[src/rtl/adexp_spike_encoder.sv]
// AdExp neuron tile back end: spike sync, refractory edge detect,
// ISI timestamping, ISI FIFO and byte-wide valid/ready streaming.
module adexp_spike_encoder #(
  parameter int FIFO_DEPTH  = 4,
  parameter int REFRAC      = 8,
  parameter int SYNC_STAGES = 2
) (
  input  logic       clk,
  input  logic       rst,
  input  logic       spike_in,
  input  logic       en,
  input  logic       clr_ovf,
  output logic [7:0] out_data,
  output logic       out_valid,
  input  logic       out_ready,
  output logic       out_last,
  output logic [7:0] spike_cnt,
  output logic       ovf
);

  localparam int AW = $clog2(FIFO_DEPTH);
  localparam int RW = $clog2(REFRAC + 1);

  typedef enum logic [1:0] {
    ST_IDLE,
    ST_HI,
    ST_LO
  } state_e;

  logic [SYNC_STAGES-1:0] sync_q, sync_d;
  logic                   s_d1_q, s_d1_d;
  logic [RW-1:0]          refrac_q, refrac_d;
  logic [15:0]            isi_q, isi_d;
  logic [7:0]             spike_cnt_q, spike_cnt_d;
  logic                   ovf_q, ovf_d;
  logic [AW:0]            wr_q, wr_d;
  logic [AW:0]            rd_q, rd_d;
  logic [15:0]            mem_q [FIFO_DEPTH];

  state_e      state_q;
  logic [15:0] hold_q;
  logic [7:0]  out_data_q;
  logic        out_valid_q;
  logic        out_last_q;

  logic        spk_edge;
  logic        accept;
  logic        empty;
  logic        full;
  logic        push;
  logic        pop;
  logic        drop;
  logic [15:0] rd_data;

  assign spk_edge = sync_q[SYNC_STAGES-1] & ~s_d1_q;
  assign accept   = spk_edge & en & (refrac_q == '0);
  assign empty    = (wr_q == rd_q);
  assign full     = (wr_q[AW] != rd_q[AW]) &&
                    (wr_q[AW-1:0] == rd_q[AW-1:0]);
  assign rd_data  = mem_q[rd_q[AW-1:0]];

  // IDLE pops whenever data waits; LO pops only on handshake (no bubble)
  assign pop  = ~empty & ((state_q == ST_IDLE) |
                          ((state_q == ST_LO) & out_ready));
  assign push = accept & (~full | pop);
  assign drop = accept & full & ~pop;

  always_comb begin
    sync_d      = {sync_q[SYNC_STAGES-2:0], spike_in};
    s_d1_d      = sync_q[SYNC_STAGES-1];
    refrac_d    = refrac_q;
    isi_d       = isi_q;
    spike_cnt_d = spike_cnt_q;
    ovf_d       = ovf_q;
    wr_d        = wr_q + (AW+1)'(push);
    rd_d        = rd_q + (AW+1)'(pop);
    if (accept) begin
      refrac_d    = RW'(REFRAC);
      isi_d       = 16'd1;
      spike_cnt_d = spike_cnt_q + 8'd1;
    end else begin
      if (refrac_q != '0)
        refrac_d = refrac_q - RW'(1);
      if (en && isi_q != 16'hFFFF)
        isi_d = isi_q + 16'd1;
    end
    if (drop)
      ovf_d = 1'b1;
    else if (clr_ovf)
      ovf_d = 1'b0;
  end

  always_ff @(posedge clk or posedge rst) begin
    if (rst) begin
      sync_q      <= '0;
      s_d1_q      <= 1'b0;
      refrac_q    <= '0;
      isi_q       <= '0;
      spike_cnt_q <= '0;
      ovf_q       <= 1'b0;
      wr_q        <= '0;
      rd_q        <= '0;
    end else begin
      sync_q      <= sync_d;
      s_d1_q      <= s_d1_d;
      refrac_q    <= refrac_d;
      isi_q       <= isi_d;
      spike_cnt_q <= spike_cnt_d;
      ovf_q       <= ovf_d;
      wr_q        <= wr_d;
      rd_q        <= rd_d;
    end
  end

  always_ff @(posedge clk) begin
    if (push)
      mem_q[wr_q[AW-1:0]] <= isi_q;
  end

  always_ff @(posedge clk or posedge rst) begin
    if (rst) begin
      state_q     <= ST_IDLE;
      hold_q      <= '0;
      out_data_q  <= '0;
      out_valid_q <= 1'b0;
      out_last_q  <= 1'b0;
    end else begin
      unique case (state_q)
        ST_IDLE: begin
          if (pop) begin
            state_q     <= ST_HI;
            hold_q      <= rd_data;
            out_data_q  <= rd_data[15:8];
            out_valid_q <= 1'b1;
            out_last_q  <= 1'b0;
          end
        end
        ST_HI: begin
          if (out_ready) begin
            state_q    <= ST_LO;
            out_data_q <= hold_q[7:0];
            out_last_q <= 1'b1;
          end
        end
        ST_LO: begin
          if (out_ready) begin
            if (pop) begin
              state_q     <= ST_HI;
              hold_q      <= rd_data;
              out_data_q  <= rd_data[15:8];
              out_valid_q <= 1'b1;
              out_last_q  <= 1'b0;
            end else begin
              state_q     <= ST_IDLE;
              out_valid_q <= 1'b0;
              out_last_q  <= 1'b0;
            end
          end
        end
        default: state_q <= ST_IDLE;
      endcase
    end
  end

  assign out_data  = out_data_q;
  assign out_valid = out_valid_q;
  assign out_last  = out_last_q;
  assign spike_cnt = spike_cnt_q;
  assign ovf       = ovf_q;

endmodule

[config.mk]
export PLATFORM = sky130hd
export DESIGN_NAME = adexp_spike_encoder
export DESIGN_NICKNAME = d
export VERILOG_FILES = /design/src/rtl/adexp_spike_encoder.sv
export SDC_FILE = /design/constraint.sdc
export NUM_CORES = 1
export LEC_CHECK = 0
export ABC_AREA = 1
export CAP_MARGIN = 25
export CORE_MARGIN = 3
export CORE_UTILIZATION = 40
export DETAILED_ROUTE_END_ITERATION = 12
export PLACE_DENSITY = 0.68
export REMOVE_ABC_BUFFERS = 1
export SYNTH_ARGS = -nofsm -noshare
export SYNTH_HDL_FRONTEND = slang
export SYNTH_SLANG_ARGS = --single-unit
[constraint.sdc]
create_clock -name clk -period 6.8 [get_ports clk]
set_input_delay 1.36 -clock clk [delete_from_list [all_inputs] [get_ports clk]]
set_output_delay 1.36 -clock clk [all_outputs]
set_load 0.05 [all_outputs]
==> impl_metrics.ini, run 1 <==
[timing]
timing.fmax_ghz = 0.277
hold_viol_final = 0
whs_ps = 370
slew_violations = 0
worstMarginPinSlew_ps = 935
relSlewSlack = 0.376
post-route-min-period_ps = 3610
rsz0062_at_grt = false
setup_viol = 0
setup_tns_ps = 0
fin_crit_sh = 0.530
finClkSkew_ps = 8.79

[setup_path]
cpPeakStageDelay_ps = 580
r2r_cells = 7
regToRegSetupSlack_ps = 3990
crit_chain = clkdlybuf4s50_1 > nand3b_1 > nor2_2 > nand2_1 > nor3_2 > buf_6
critPathBufInv = 2
cp_slowest_cell = nor3_2
cp.required_ps = 6920
r2r-end = mem_q[2][4]
reg2reg_from = refrac_q[0]
cp_top_family = simple AND/OR/NAND/NOR gates
startpoint_type = primary input
critPathArrivalTime_ps = 3720
critPathCaptureType = flip-flop
setup.worst_path.class = primary input to flip-flop
path_max_fanout = 13

[clocking]
post_cts_buffers = 0
cts_sinks = 122
cts_resized = 0
clkTransAtPathRegs_ps = 60
h-tree-depth = 4
clock_latency_ps = 410
cts_tree = done
numCtsBuffers = 17
ctsHoldBuffers = 0
clock_path_buffers = 2
clockRootBuffer = clkbuf_16

[global_route]
grt_pass1_wl_um = 17500
antenna_found_initial = 0
grt_pass1_vias = 3698
grtUsageTotal = 0.153
grt_max_degree = 59
overflow = 0

[drt]
drc = 0
routed_wirelength_um = 10400
dr_total_vias = 3649
drtIter0Drc = 303
wl_per_cell_um = 14.2
routed_via_density = 4.99
drt.antenna.violating_nets = 0
first_pass_iters = 4

[run_status]
status = finished clean

[synthesis]
yosysUniqueCellTypes = 30
syn-mean-instance-area_um2 = 10.2
synth_edf_count = 64
synth_area_um2 = 5240
yosysTopAreaCell = edfxtp_1
synth-warning-count = 0
synthTopCellsByCount = nand2_1 (144), edfxtp_1 (64), dfrtp_1 (58), nand3_1 (46), nor2_1 (45)
seq_area_frac_synth = 0.643
synthArstFlopShare = 0.475
synthMostInstantiatedCell = nand2_1
yosysTopAreaCellShare = 0.366
synth.area.top_cells = edfxtp_1 (37%), dfrtp_1 (28%), nand2_1 (10%)
syn_inst = 515
ys_dominant_reg_cell = edfxtp_1
ys_seq_elements = 122

[die]
initial_core_util = 0.412
core_area_um2 = 12700
std_cell_rows = 41
dieArea_um2 = 14500
ios = 25
die_x_um = 120
die_h_um = 120

[hold_path]
hold_start = sync_q[0]
hold_depth = 0
holdPathEnd = sync_q[1]
hold_class = flip-flop to flip-flop

[place]
io_buffers = 24
hpwl_um = 6950
gp_congestion = 0.799

[layout]
nFillCells = 1174
layout.nets = 559
drive_gt1_frac = 0.0930
syn2layout_area_growth_pct = 20.0
insertedDiodeCount = 0

[job]
cap_violations = 0

[power]
vdd_ir_drop_max_v = 0.000223
power.density_nw_per_um2 = 436
total_leakage_power_nw = 2.65
## per-layer routing
metal / wire (um) / GRT usage
met5: 0 / 0
met4: 102 / 0.0538
met3: 603 / 0.0407
met2: 5020 / 0.244
met1: 4670 / 0.203
## flip-flops by register name, indices dropped and copies added, names as in the netlist, 2 cells and up
signal and count:
mem_q 64, isi_q 16, hold_q 8, out_data 8, spike_cnt 8, refrac_q 4
rd_q 3, wr_q 3, state_q 2, sync_q 2
## cell families (layout without fill, tap and decap cells)
logic type | count (synthesis) | in the layout | share of synthesized area
buffers and inverters | 55 | 99 | 0.0434
and+or+nand+nor | 262 | 262 | 0.213
DFF | 122 | 122 | 0.643
AOI/OAI and AO/OA | 52 | 52 | 0.0556
adders and majority gates | 7 | 7 | 0.0167
xor gates and xnor gates | 17 | 17 | 0.0284
## worst max-delay path by stage
stage	from	endpoint	slack (ps)	cells past startpoint
after floorplan	en	mem_q[2][0]	3270	4
after global placement	en	mem_q[2][12]	2590	5
after detailed placement	en	mem_q[1][6]	2470	5
after CTS	en	mem_q[1][13]	2870	5
after global routing	en	mem_q[2][4]	3020	6
final	en	mem_q[2][4]	3190	6
## metrics by stage
| stage | total power [W] | area [um2] | cells | worst slack, ps | util |
|---|---|---|---|---|---|
| after floorplan | 0.00160 | 5160 | 497 | 3270 | - |
| after detailed placement | 0.00186 | 5670 | 697 | 2470 | 0.446 |
| final | 0.00275 | 6290 | 731 | 3190 | 0.495 |
| after global placement | 0.00183 | 5650 | 695 | 2590 | 0.444 |
| after global routing | 0.00291 | 6290 | 731 | 3020 | 0.495 |
| after CTS | 0.00277 | 6270 | 729 | 2870 | 0.493 |
## worst register-to-register path, stage by stage, from the launching register on
cell	delay, ps
dfrtp_1	400
inv_1	90
ha_1	190
nand3_1	140
nor2_2	550
nand2_1	310
nor3_2	580
buf_6	240
## area by class of cell
type / instances / area, um2 / area share
multi-input cells: 338 / 1660 / 0.264
clock buffers: 17 / 425 / 0.0676
well taps: 172 / 215 / 0.0342
repair buffers: 30 / 300 / 0.0477
clock inverters: 15 / 176 / 0.0280
flip-flops and latches: 122 / 3370 / 0.536
inverters: 37 / 140 / 0.0223
## cell usage in the layout, fill, tap and decap left out, drive strengths merged, types with 5 or more instances in the layout
master / n
buf: 6
clkbuf: 17
clkdlybuf4s50: 24
clkinv: 5
clkinvlp: 7
dfrtp: 58
edfxtp: 64
ha: 7
inv: 37
nand2: 146
nand3: 46
nand4: 17
nor2: 47
o21ai: 37
o22ai: 9
xnor2: 8
xor2: 9
## where the power goes
| group | leakage [nW] | total, W | switching (W) | internal [W] |
|---|---|---|---|---|
| logic | 1.02 | 0.000800 | 0.000539 | 0.000261 |
| clock network | 0.269 | 0.000902 | 0.000328 | 0.000574 |
| registers | 1.36 | 0.00104 | 0.000125 | 0.000919 |
No activity file was read; power rests on OpenSTA's default activity.
==> run 2: changes to the inputs <==
==> constraint.sdc (replaced) <==
create_clock -name clk -period 3.44 [get_ports clk]
set_input_delay 0.688 -clock clk [delete_from_list [all_inputs] [get_ports clk]]
set_output_delay 0.688 -clock clk [all_outputs]
set_load 0.05 [all_outputs]
==> run 2 against run 1 <==
Clock-buffer cell count stayed put. Non-clock buffer count rose by 2. Clock skew about the same. Global-route usage grew 0.94 points. Sequential share of layout area decreased by 0.54 points. Critical endpoint is now rd_q[2]. Clock power is 120% higher.
==> impl_metrics.ini, run 2 (synthesis results as in run 1) <==
[layout]
final_common_cell = nand2_1
stdcell_count = 732
final_cell_mix = nand2_1 (144), edfxtp_1 (64), dfrtp_1 (58), nand3_1 (46), nor2_1 (45)
fin_util = 0.500
insertedDiodeCount = 0
layout.nets = 561
drive_gt1_frac = 0.0946
largest_reg_flops = 64
syn2layout_area_growth_pct = 21.2
nFillCells = 1191

[global_route]
met1_usage = 0.202
use_met2 = 0.270
use_met3 = 0.0370
grt_pass1_vias = 3743
grt_max_degree = 59
busiest_layer = met2
grtUsageTotal = 0.162
overflow = 0
antenna_found_initial = 0
grt_pass1_wl_um = 18200

[timing]
setup_viol = 0
worstMarginPinSlew_ps = 960
rsz0062_at_grt = false
slew_violations = 0
relSlewSlack = 0.359
hold_viol_final = 0
setup_tns_ps = 0
post-route-min-period_ps = 2360
timing.fmax_ghz = 0.424
finClkSkew_ps = 9.22
fin_crit_sh = 0.685

[setup_path]
setup.worst_path.class = primary input to flip-flop
cp.required_ps = 3770
critPathCaptureType = flip-flop
startpoint_type = primary input
critPathArrivalTime_ps = 2690
path_max_fanout = 16

[job]
cap_violations = 0

[place]
hpwl_um = 6950
io_buffers = 24
gp_congestion = 0.802
dp_cells = 701

[clocking]
numCtsBuffers = 17
cts_sinks = 122
ctsHoldBuffers = 0
cts_tree = done
clock_latency_ps = 410
h-tree-depth = 4
clockRootBuffer = clkbuf_16
post_cts_buffers = 0
clkTransAtPathRegs_ps = 60
cts_resized = 0
clock_path_buffers = 2

[die]
std_cell_rows = 41
initial_core_util = 0.412
die_x_um = 120
ios = 25
core_area_um2 = 12700
dieArea_um2 = 14500
die_h_um = 120

[drt]
dr_total_vias = 3637
first_pass_iters = 4
wl_per_cell_um = 14.8
drt.antenna.violating_nets = 0
drc = 0
routed_via_density = 4.97
routed_wirelength_um = 10800
drtIter0Drc = 168

[power]
power.density_nw_per_um2 = 888
total_leakage_power_nw = 2.71
vdd_ir_drop_max_v = 0.000462

[hold_path]
hold_class = flip-flop to flip-flop

[run_status]
status = finished clean
## run 2: changes by cell type in the layout (fill, tap and decap cells not counted)
cell        delta
inv_6          -1
clkinv_2       +3
buf_12         +1
clkinvlp_4     -6
buf_4          +5
buf_6          -4
bufinv_16      +3
## run 2: per-stage QoR
step | instance area [um2] | setup slack [ps] | total power [W] | hold WS [ps]
after CTS | 6360 | 1060 | 0.00570 | 358
final | 6360 | 1080 | 0.00564 | 356
after global placement | 5700 | 727 | 0.00366 | 340
after floorplan | 5160 | 579 | 0.00316 | 331
after detailed placement | 5700 | 644 | 0.00371 | 336
after global routing | 6360 | 907 | 0.00599 | 366
## run 2: final timing paths
kind	start	to	slack, ps	cells after the start
hold reg to reg	sync_q[0]	sync_q[1]	360	0
hold / removal	sync_q[0]	sync_q[1]	360	0
min in group asynchronous	rst	ovf	660	3
max in group asynchronous	rst	isi_q[15]	2530	3
setup reg to reg	isi_q[0]	isi_q[9]	1230	8
setup / recovery	out_ready	rd_q[2]	1080	8
## run 2: critical path, cell delays in order
cell             delay (ps)
clkdlybuf4s50_1         530
inv_1                    70
a21oi_1                 190
nand2_1                 350
inv_2                   350
ha_1                    200
ha_1                    150
xor2_1                  150
## run 2: report_power, final
| group | switching, W | total, W | internal, W | leakage (nW) |
|---|---|---|---|---|
| combinational | 0.00111 | 0.00164 | 0.000526 | 1.03 |
| clock | 0.000612 | 0.00196 | 0.00134 | 0.318 |
| sequential | 0.000228 | 0.00205 | 0.00182 | 1.36 |
## run 2: layout make-up
type | count | area, um2 | area share
repair buffers | 32 | 313 | 0.0492
clock inverters | 14 | 228 | 0.0358
well taps | 172 | 215 | 0.0339
multi-input cells | 338 | 1660 | 0.262
flip-flops and latches | 122 | 3370 | 0.531
inverters | 37 | 140 | 0.0220
clock buffers | 17 | 425 | 0.0669
## run 2: layer usage
metal  vias up  routed length [um]
li1       1806                   -
met1      1733                4640
met2        88                5430
met3        10                 625
met4         0                 109
met5         -                   0
